**src/rtl/qkd_event_writer.sv**
```systemverilog
// qkd_event_writer: timestamps detector clicks, packs them into 16-bit event words and
// streams them into a two-half ping-pong event memory. Optional `QKD_EVW_FLUSH_EN adds flush.
module qkd_event_writer #(
  parameter int FIFO_DEPTH = 8,
  parameter int HALF_WORDS = 1024
) (
  input  logic                        clk,
  input  logic                        reset_n,
  input  logic                        enable,
  input  logic [3:0]                  det_pulse,
  input  logic [1:0]                  half_ack,
`ifdef QKD_EVW_FLUSH_EN
  input  logic                        flush,
  output logic [$clog2(HALF_WORDS):0] flush_count,
`endif
  output logic [$clog2(HALF_WORDS):0] mem_address,
  output logic [15:0]                 mem_writedata,
  output logic [1:0]                  mem_byteenable,
  output logic                        mem_chipselect,
  output logic                        mem_write,
  output logic                        mem_clken,
  output logic                        irq,
  output logic [1:0]                  full_flags,
  output logic                        active_half,
  output logic [15:0]                 drop_count
);

  localparam int AW = $clog2(HALF_WORDS);
  localparam int PW = $clog2(FIFO_DEPTH);
  localparam int CW = PW + 1;
  localparam logic [CW-1:0] FIFO_FULL = CW'(FIFO_DEPTH);
  localparam logic [AW-1:0] LAST_PTR  = AW'(HALF_WORDS - 1);

  typedef enum logic [1:0] {IDLE, WRITE, STALL} wr_state_t;

  wr_state_t     state;
  logic [12:0]   ts;
  logic          cap_vld;
  logic [15:0]   cap_word;
  logic [1:0]    id;
  logic          multi;
  logic [15:0]   fifo_mem [FIFO_DEPTH];
  logic [PW-1:0] wp, rp;
  logic [CW-1:0] cnt, cnt_nxt;
  logic [AW-1:0] wr_ptr;
  logic          push, drop, pop, last, close, flush_close, half_nxt;
  logic [1:0]    flags_nxt;

  assign mem_byteenable = 2'b11;
  assign mem_clken      = 1'b1;

  // lowest set detector wins the id field
  always_comb begin
    id = 2'd0;
    for (int i = 3; i >= 0; i--)
      if (det_pulse[i]) id = 2'(i);
  end
  assign multi = |(det_pulse & (det_pulse - 4'd1));

  always_ff @(posedge clk or negedge reset_n) begin
    if (!reset_n) begin
      ts       <= '0;
      cap_vld  <= 1'b0;
      cap_word <= '0;
    end else begin
      cap_vld <= 1'b0;
      if (enable) begin
        ts <= ts + 13'd1;
        if (det_pulse != 4'd0) begin
          cap_vld  <= 1'b1;
          cap_word <= {multi, id, ts};
        end
      end
    end
  end

  // FIFO occupancy is judged before this edge's pop, so a full FIFO drops even while draining
  assign push    = cap_vld && (cnt != FIFO_FULL);
  assign drop    = cap_vld && (cnt == FIFO_FULL);
  assign pop     = (state == WRITE);
  assign cnt_nxt = cnt + CW'(push) - CW'(pop);

  always_ff @(posedge clk) begin
    if (push) fifo_mem[wp] <= cap_word;
  end

  always_ff @(posedge clk or negedge reset_n) begin
    if (!reset_n) begin
      wp         <= '0;
      rp         <= '0;
      cnt        <= '0;
      drop_count <= '0;
    end else begin
      if (push) wp <= wp + PW'(1);
      if (pop)  rp <= rp + PW'(1);
      cnt <= cnt_nxt;
      if (drop && drop_count != 16'hFFFF) drop_count <= drop_count + 16'd1;
    end
  end

`ifdef QKD_EVW_FLUSH_EN
  logic flush_pend, flush_fire;

  // a flush waits for the FIFO to empty; state is WRITE only with words queued, so no pop collides
  assign flush_fire  = (flush_pend || flush) && (cnt == '0);
  assign flush_close = flush_fire && (wr_ptr != '0);

  always_ff @(posedge clk or negedge reset_n) begin
    if (!reset_n) begin
      flush_pend  <= 1'b0;
      flush_count <= '0;
    end else if (flush_fire) begin
      flush_pend  <= 1'b0;
      flush_count <= {1'b0, wr_ptr};
    end else if (flush) begin
      flush_pend  <= 1'b1;
    end
  end
`else
  assign flush_close = 1'b0;
`endif

  assign last  = pop && (wr_ptr == LAST_PTR);
  assign close = last || flush_close;

  // completing a half overrides a same-edge ack of that half
  always_comb begin
    flags_nxt = full_flags & ~half_ack;
    if (close) flags_nxt[active_half] = 1'b1;
    half_nxt = close ? ~active_half : active_half;
  end

  // state looks one edge ahead so the pop decision is already registered
  always_ff @(posedge clk or negedge reset_n) begin
    if (!reset_n) begin
      state          <= IDLE;
      wr_ptr         <= '0;
      active_half    <= 1'b0;
      full_flags     <= 2'b00;
      irq            <= 1'b0;
      mem_write      <= 1'b0;
      mem_chipselect <= 1'b0;
      mem_address    <= '0;
      mem_writedata  <= '0;
    end else begin
      if (flags_nxt[half_nxt])  state <= STALL;
      else if (cnt_nxt != '0)   state <= WRITE;
      else                      state <= IDLE;
      full_flags     <= flags_nxt;
      active_half    <= half_nxt;
      irq            <= |flags_nxt;
      mem_write      <= pop;
      mem_chipselect <= pop;
      if (pop) begin
        mem_address   <= {active_half, wr_ptr};
        mem_writedata <= fifo_mem[rp];
      end
      if (close)    wr_ptr <= '0;
      else if (pop) wr_ptr <= wr_ptr + AW'(1);
    end
  end

endmodule

```
**config.mk**
```make
export PLATFORM = sky130hd
export DESIGN_NAME = qkd_event_writer
export DESIGN_NICKNAME = d
export VERILOG_FILES = /design/src/rtl/qkd_event_writer.sv
export SDC_FILE = /design/constraint.sdc
export NUM_CORES = 1
export LEC_CHECK = 0
export ABC_AREA = 1
export BUFFER_PORTS_ARGS = -buffer_cell sky130_fd_sc_hd__buf_2
export CAP_MARGIN = 20
export CORE_ASPECT_RATIO = 1.5
export CORE_MARGIN = 2
export CORE_UTILIZATION = 55
export DETAILED_ROUTE_END_ITERATION = 16
export GPL_TIMING_DRIVEN = 0
export HOLD_SLACK_MARGIN = 0.12
export PLACE_DENSITY = 0.86
export SLEW_MARGIN = 20
export SYNTH_ARGS = -nofsm -noshare
export SYNTH_HDL_FRONTEND = slang
export SYNTH_SLANG_ARGS = --single-unit
```
**constraint.sdc**
```tcl
create_clock -name clk -period 2.3 [get_ports clk]
set_input_delay 0.46 -clock clk [delete_from_list [all_inputs] [get_ports clk]]
set_output_delay 0.46 -clock clk [all_outputs]
set_load 0.005 [all_outputs]
```
## Word-level counts from Yosys, hierarchy flattened

Memory sizes are Yosys's and may differ from the RTL's. A register that Yosys moved wholly into a read port is not among the register bits.
Index checks and enable logic that the tools add are counted.

| word-level totals | value |
|---|---|
| memories | 1 |
| register bits | 84 |
| bits in writable memories | 128 |
| output and inout port bits | 52 |
| logic and storage cells | 66 |

Memory list:

| name | depth | bits a word | rd ports | clocked after Yosys merged registers in | wr ports | line | text |
|---|---|---|---|---|---|---|---|
| fifo_mem | 8 | 16 | 1 | 1 | 1 | 42 | `logic [15:0] fifo_mem [FIFO_DEPTH];` |

| cells by class | value |
|---|---|
| equal/unequal tests | 5 |
| $add $sub $neg | 8 |
| reductions and logical operators | 12 |
| magnitude comparators | 3 |
| bitwise logic cells | 5 |
| multiplexer cells | 18 |

Operator list:

| kind | count |
|---|---|
| 10-bit two-way mux | 2 |
| 16-bit by 1-bit adder with 16-bit output (second input constant) | 1 |
| 16-bit != test (second input constant) | 1 |
| 13-bit by 1-bit adder with 13-bit output (second input constant) | 1 |
| 2-bit two-way mux | 6 |
| 10-bit by 1-bit adder with 10-bit output (second input constant) | 1 |
| 10-bit equality test (second input constant) | 1 |
| 1-bit two-way mux | 9 |
| 4-bit nonzero test | 2 |
| 3-bit by 1-bit adder with 3-bit output (second input constant) | 2 |
| 1-bit logical AND | 5 |
| 4-bit by 1-bit adder with 4-bit output | 1 |
| 4-bit AND | 1 |
| 4-bit equality test (second input constant) | 1 |
| 1-bit by 2-bit less-than comparator with 1-bit output (second input constant) | 2 |
| 4-bit != test (second input constant) | 1 |
| 4-bit OR reduction | 1 |
| 4-bit by 1-bit subtractor with 4-bit output | 1 |
| 4-bit by 1-bit subtractor with 4-bit output (second input constant) | 1 |
| 2-bit AND | 1 |
| 2-bit by 1-bit equality test with 1-bit output (second input constant) | 1 |
| 2-bit inverter | 1 |
| 2-bit bitwise OR | 1 |
| 2-bit AND reduction | 1 |
| 6 further kinds | 6 |

## Depth between registers and ports, before layout

| logic depth | value |
|---|---|
| word-level depth | 9 |
| gate-level depth with buffers | 15 |
| mapped depth without buffers | 14 |

## Worst setup path before layout

OpenSTA, ideal clock, no wires.

| path | value |
|---|---|
| path kind | register to register |
| start point | register state[1] |
| end point | register state[0] |
| data required time | 2.183 ns |
| clock period less this slack | 2.316 ns |
| path buffers | 2 |
| arrival | 2.200 ns |
| setup time | 0.117 ns |
| cell stages (with the launch flop) | 16 |
| path slack | -0.016 ns |
| cell sequence | dfrtp_1 inv_1 nand2_1 inv_1 buf_2 buf_2 ha_1 inv_1 ha_1 inv_1 fa_1 inv_1 nor2_1 nand2_1 nor2_1 nor2_1 |

| between the ends | value |
|---|---|
| elaborated cells on any way between the ends | 10 |

RTL lines:

| item | line | text |
|---|---|---|
| start, declared | 36 | `wr_state_t state;` |
| start signal, assigned | 136 | `state <= IDLE;` |
| start signal, assigned | 146 | `if (flags_nxt[half_nxt]) state <= STALL;` |
| start signal, assigned | 147 | `else if (cnt_nxt != '0) state <= WRITE;` |
| 2-bit by 1-bit equality test with 1-bit output | 80 | `assign pop = (state == WRITE);` |
| via pop | 46 | `logic push, drop, pop, last, close, flush_close, half_nxt;` |
| 4-bit by 1-bit subtractor with 4-bit output | 81 | `assign cnt_nxt = cnt + CW'(push) - CW'(pop);` |
| via cnt_nxt[1] | 44 | `logic [CW-1:0] cnt, cnt_nxt;` |
| 4-bit nonzero test | 147 |  |
| 1-bit two-way mux | 147 |  |
| 2-bit two-way mux | 146 |  |

The timed path passes the listed nets, and every way through them passes these cells. The select of a mux whose other input is x is not followed.
A chain may end at the register's enable or synchronous reset.

## Worst setup path in the final report

| path | value |
|---|---|
| start point | register cnt[2] |
| end point | register state[0] |

| between the ends | value |
|---|---|
| word-level cells in the longest chain between the ends | 7 |

RTL lines:

| item | line | text |
|---|---|---|
| start, declared | 44 |  |
| start signal, assigned | 96 | `cnt <= cnt_nxt;` |
| 4-bit != test | 78 | `assign push = cap_vld && (cnt != FIFO_FULL);` |
| 1-bit logical AND | 78 |  |
| 4-bit by 1-bit adder with 4-bit output | 81 |  |
| 4-bit by 1-bit subtractor with 4-bit output | 81 |  |
| via cnt_nxt[1] | 44 |  |
| 4-bit nonzero test | 147 |  |
| 1-bit two-way mux | 147 |  |
| 2-bit two-way mux | 146 |  |
| end signal, assigned | 146 |  |
| end signal, assigned | 147 |  |
| end signal, assigned | 148 | `else state <= IDLE;` |

The timed path passes the listed nets, and every way through them passes these cells.

==> metrics.cfg <==
[logic_synthesis]
synthXorXnorAreaFrac_pct = 2.70
synth-seq-cells = 228
netlist_area_sq_um = 9740
synthCells = 916
synthAdderAreaFrac_pct = 1.49
synth_top_family_by_area = simple AND/OR/NAND/NOR gates
yosys_warnings = 0
ys.flop_type = edfxtp_1
synth_simple_gate_area_share_pct = 14.5
synth.avg_cell_area_sq_um = 10.6
synth-async-reset-ratio_pct = 43.9
synth_cell_type_count = 40
synthTopCellsByArea = edfxtp_1 39%, dfrtp_1 26%, nand2_1 7.2%
muxShareOfSynthArea_pct = 0
seq_area_frac_synth_pct = 65.1
synth_compound_area_share_pct = 8.69
synth-edff-count = 128
synth_top_area_share_pct = 39.5
yosys.area.top_type = edfxtp_1

[floorplan]
core-area_sq_um = 17300
chipHeight_um = 167
die-area_sq_um = 18800
die_w_um = 113
start_util_pct = 56.2
core.rowCount = 59
io_pins = 61

[worst_setup_path]
path_cells = inv_2 -> ha_4 -> nand3_2 -> nand2_2 -> ha_4 -> inv_4 -> ha_4 -> inv_2 -> fa_1 -> inv_2 -> nor2_2 -> nand2_2 -> nor2_4 -> nor2_2
cpPeakStageDelay_ns = 0.52
crit_required_ns = 2.70
cp.arrival_ns = 2.66
critPathTopFamily = adder cells
cp_num_buf_inv = 4
slowest_stage = fa_1
path_class = reg2reg
worstSetupStartpointType = flip-flop
crit_fanout = 2
endpoint_kind = flip-flop

[layout]
layout.nets = 1035
finalCoreUtilization_pct = 65.2
drive_above_1_share_pct = 18.0
antenna-diode-count = 0
stdcell_count = 1244
layout_commonest_cell = nand2_1
fillers = 1211
area_growth_pct = 16.1
final_cell_mix = 185 x nand2_1, 128 x edfxtp_1, 124 x inv_1, 100 x dfrtp_1

[pwr]
p_leak_nw = 4.98
ir_drop_uv = 1090
powerDensity_nw_per_um2 = 1230

[sta]
slew-limit-headroom_pct = 52.7
fin_skew_ns = 0.0106
setup_violations = 0
final.setup.worst_slack_ns = 0.0319
maxSlewViolCount = 0
worstMarginPinSlew_ns = 0.709
hold_viol_final = 0
period_share_pct = 98.6
finalCriticalPeriod_ns = 2.27
rsz0062_at_grt = yes
fmax_mhz = 441

[clock_tree]
cts_root_buffer = clkbuf_16
cts_buffers = 22
clock-sinks = 228
cts_buffer_depth = 3
cts_tree = yes
clk_latency_ns = 0.51
clk_pin_slew_ns = 0.06
htree_num_levels = 1

[global_routing]
antenna_found_initial = 0
grt_use_total_pct = 24.4
grt_overflow = 0
grt_max_degree = 58
grt_pass1_vias = 7172
grt_pass1_wl_mm = 36.5

[drt]
routed_wl_mm = 22.7
vias_per_cell = 5.60
first_pass_iters = 5
drc = 0
drt_iter0_markers = 632
postRouteAntennaNets = 0
via_count = 6965
wl_per_cell_um = 18.3

[place]
place_hpwl_mm = 15.2
gp_congestion = 0.863
dp_cells = 1194
post-place-ws_ns = -0.534
numPortBuffers = 56

[status]
outcome = complete, no violations

[min_path]
hp-class = in2reg

[flow_run]
max-cap-violations = 0

-- registers in the layout, summed over array words and instances (netlist names) --
register	cells
wp	3
wr_ptr	10
ts	13
cnt	4
cap_vld	1
mem_address	11
mem_write	1
drop_count	16
mem_writedata	16
fifo_mem	128
irq	1
state	2
rp	3
active_half	1
cap_word	16
full_flags	2
-- timing repair --
item / CTS / global route
setup endpoints to repair: 3 / 17
resized for setup: 14 / 14
hold buffers: 1 / 0
buffers inserted: 6 / 4
hold endpoints to repair: 43 / 0
pin swaps: 4 / 8
-- final timing paths --
check / depth (start not counted) / slack (ns) / to / start
min: 2 / 0.17 / cap_word[13] / det_pulse[0]
max reg2reg: 14 / 0.03 / state[0] / cnt[2]
max: 14 / 0.03 / state[0] / cnt[2]
max in group asynchronous: 3 / 1.23 / rp[2] / reset_n
min reg2reg: 2 / 0.47 / ts[11] / ts[11]
min in group asynchronous: 2 / 0.44 / drop_count[7] / reset_n
-- cell families (layout without fill, tap and decap cells) --
kind of cell	after synthesis	count (layout)
flip-flops	228	228
adder cells (fa/ha/maj)	11	11
AO/OA/AOI/OAI	142	142
buffers and inverters	175	288
AND/OR/NAND/NOR	329	329
XOR/XNOR	30	30
other	1	3
-- synthesized netlist by cell type, types with 4 or more instances --
master and instances:
edfxtp_1 128, o21ai_1 8, nand2_1 188, nand3_1 73
buf_2 19, nand2_2 4, clkbuf_1 11, inv_1 130
dfrtp_1 100, nor2_1 43, nor3_1 4, xnor2_1 4
buf_4 8, o21ai_2 8, o21ai_0 49, nand4_1 7
o211ai_1 32, xor2_1 26, a21oi_1 40, ha_1 10
-- final cells by class --
| class | instances | area (sq um) | area share (%) |
|---|---|---|---|
| clock inverters | 11 | 71.3 | 0.630 |
| clock buffers | 29 | 639 | 5.65 |
| multi-input cells | 515 | 2780 | 24.5 |
| plain buffers | 40 | 224 | 1.98 |
| well taps | 213 | 267 | 2.36 |
| inverters | 134 | 508 | 4.49 |
| flip-flops and latches | 228 | 6350 | 56.1 |
| repair buffers | 74 | 482 | 4.26 |
-- report_power, final --
part	leakage [nW]	switching (mW)	internal [mW]	total, mW
Combinational	2.22	2.83	1.55	4.38
Clock	0.354	1.54	1.98	3.51
Sequential	2.41	0.651	5.43	6.08
Total	4.98	5.02	8.95	14.0
-- routing by layer --
metal  part of all wire (%)  vias up  GRT usage, %
met4                    4.1        0          9.86
met5                      0        -             0
li1                       -     3232             -
met2                     55      312          45.0
met1                     35     3353          28.0
met3                    6.3       68          3.71
-- stage by stage --
stage	TNS, ns	hold WS [ns]	power, mW	instance area [sq um]
6_report	0	0.173	14.0	11300
5_1_grt	-0.0407	0.185	14.7	11300
4_1_cts	-0.0434	0.169	13.7	11200
3_5_place_dp	-0.727	0.417	10.1	10400
3_3_place_gp	-60.63	0.454	9.79	10300
2_1_floorplan	0	0.164	8.56	9750
No activity file was read; power rests on OpenSTA's default activity.
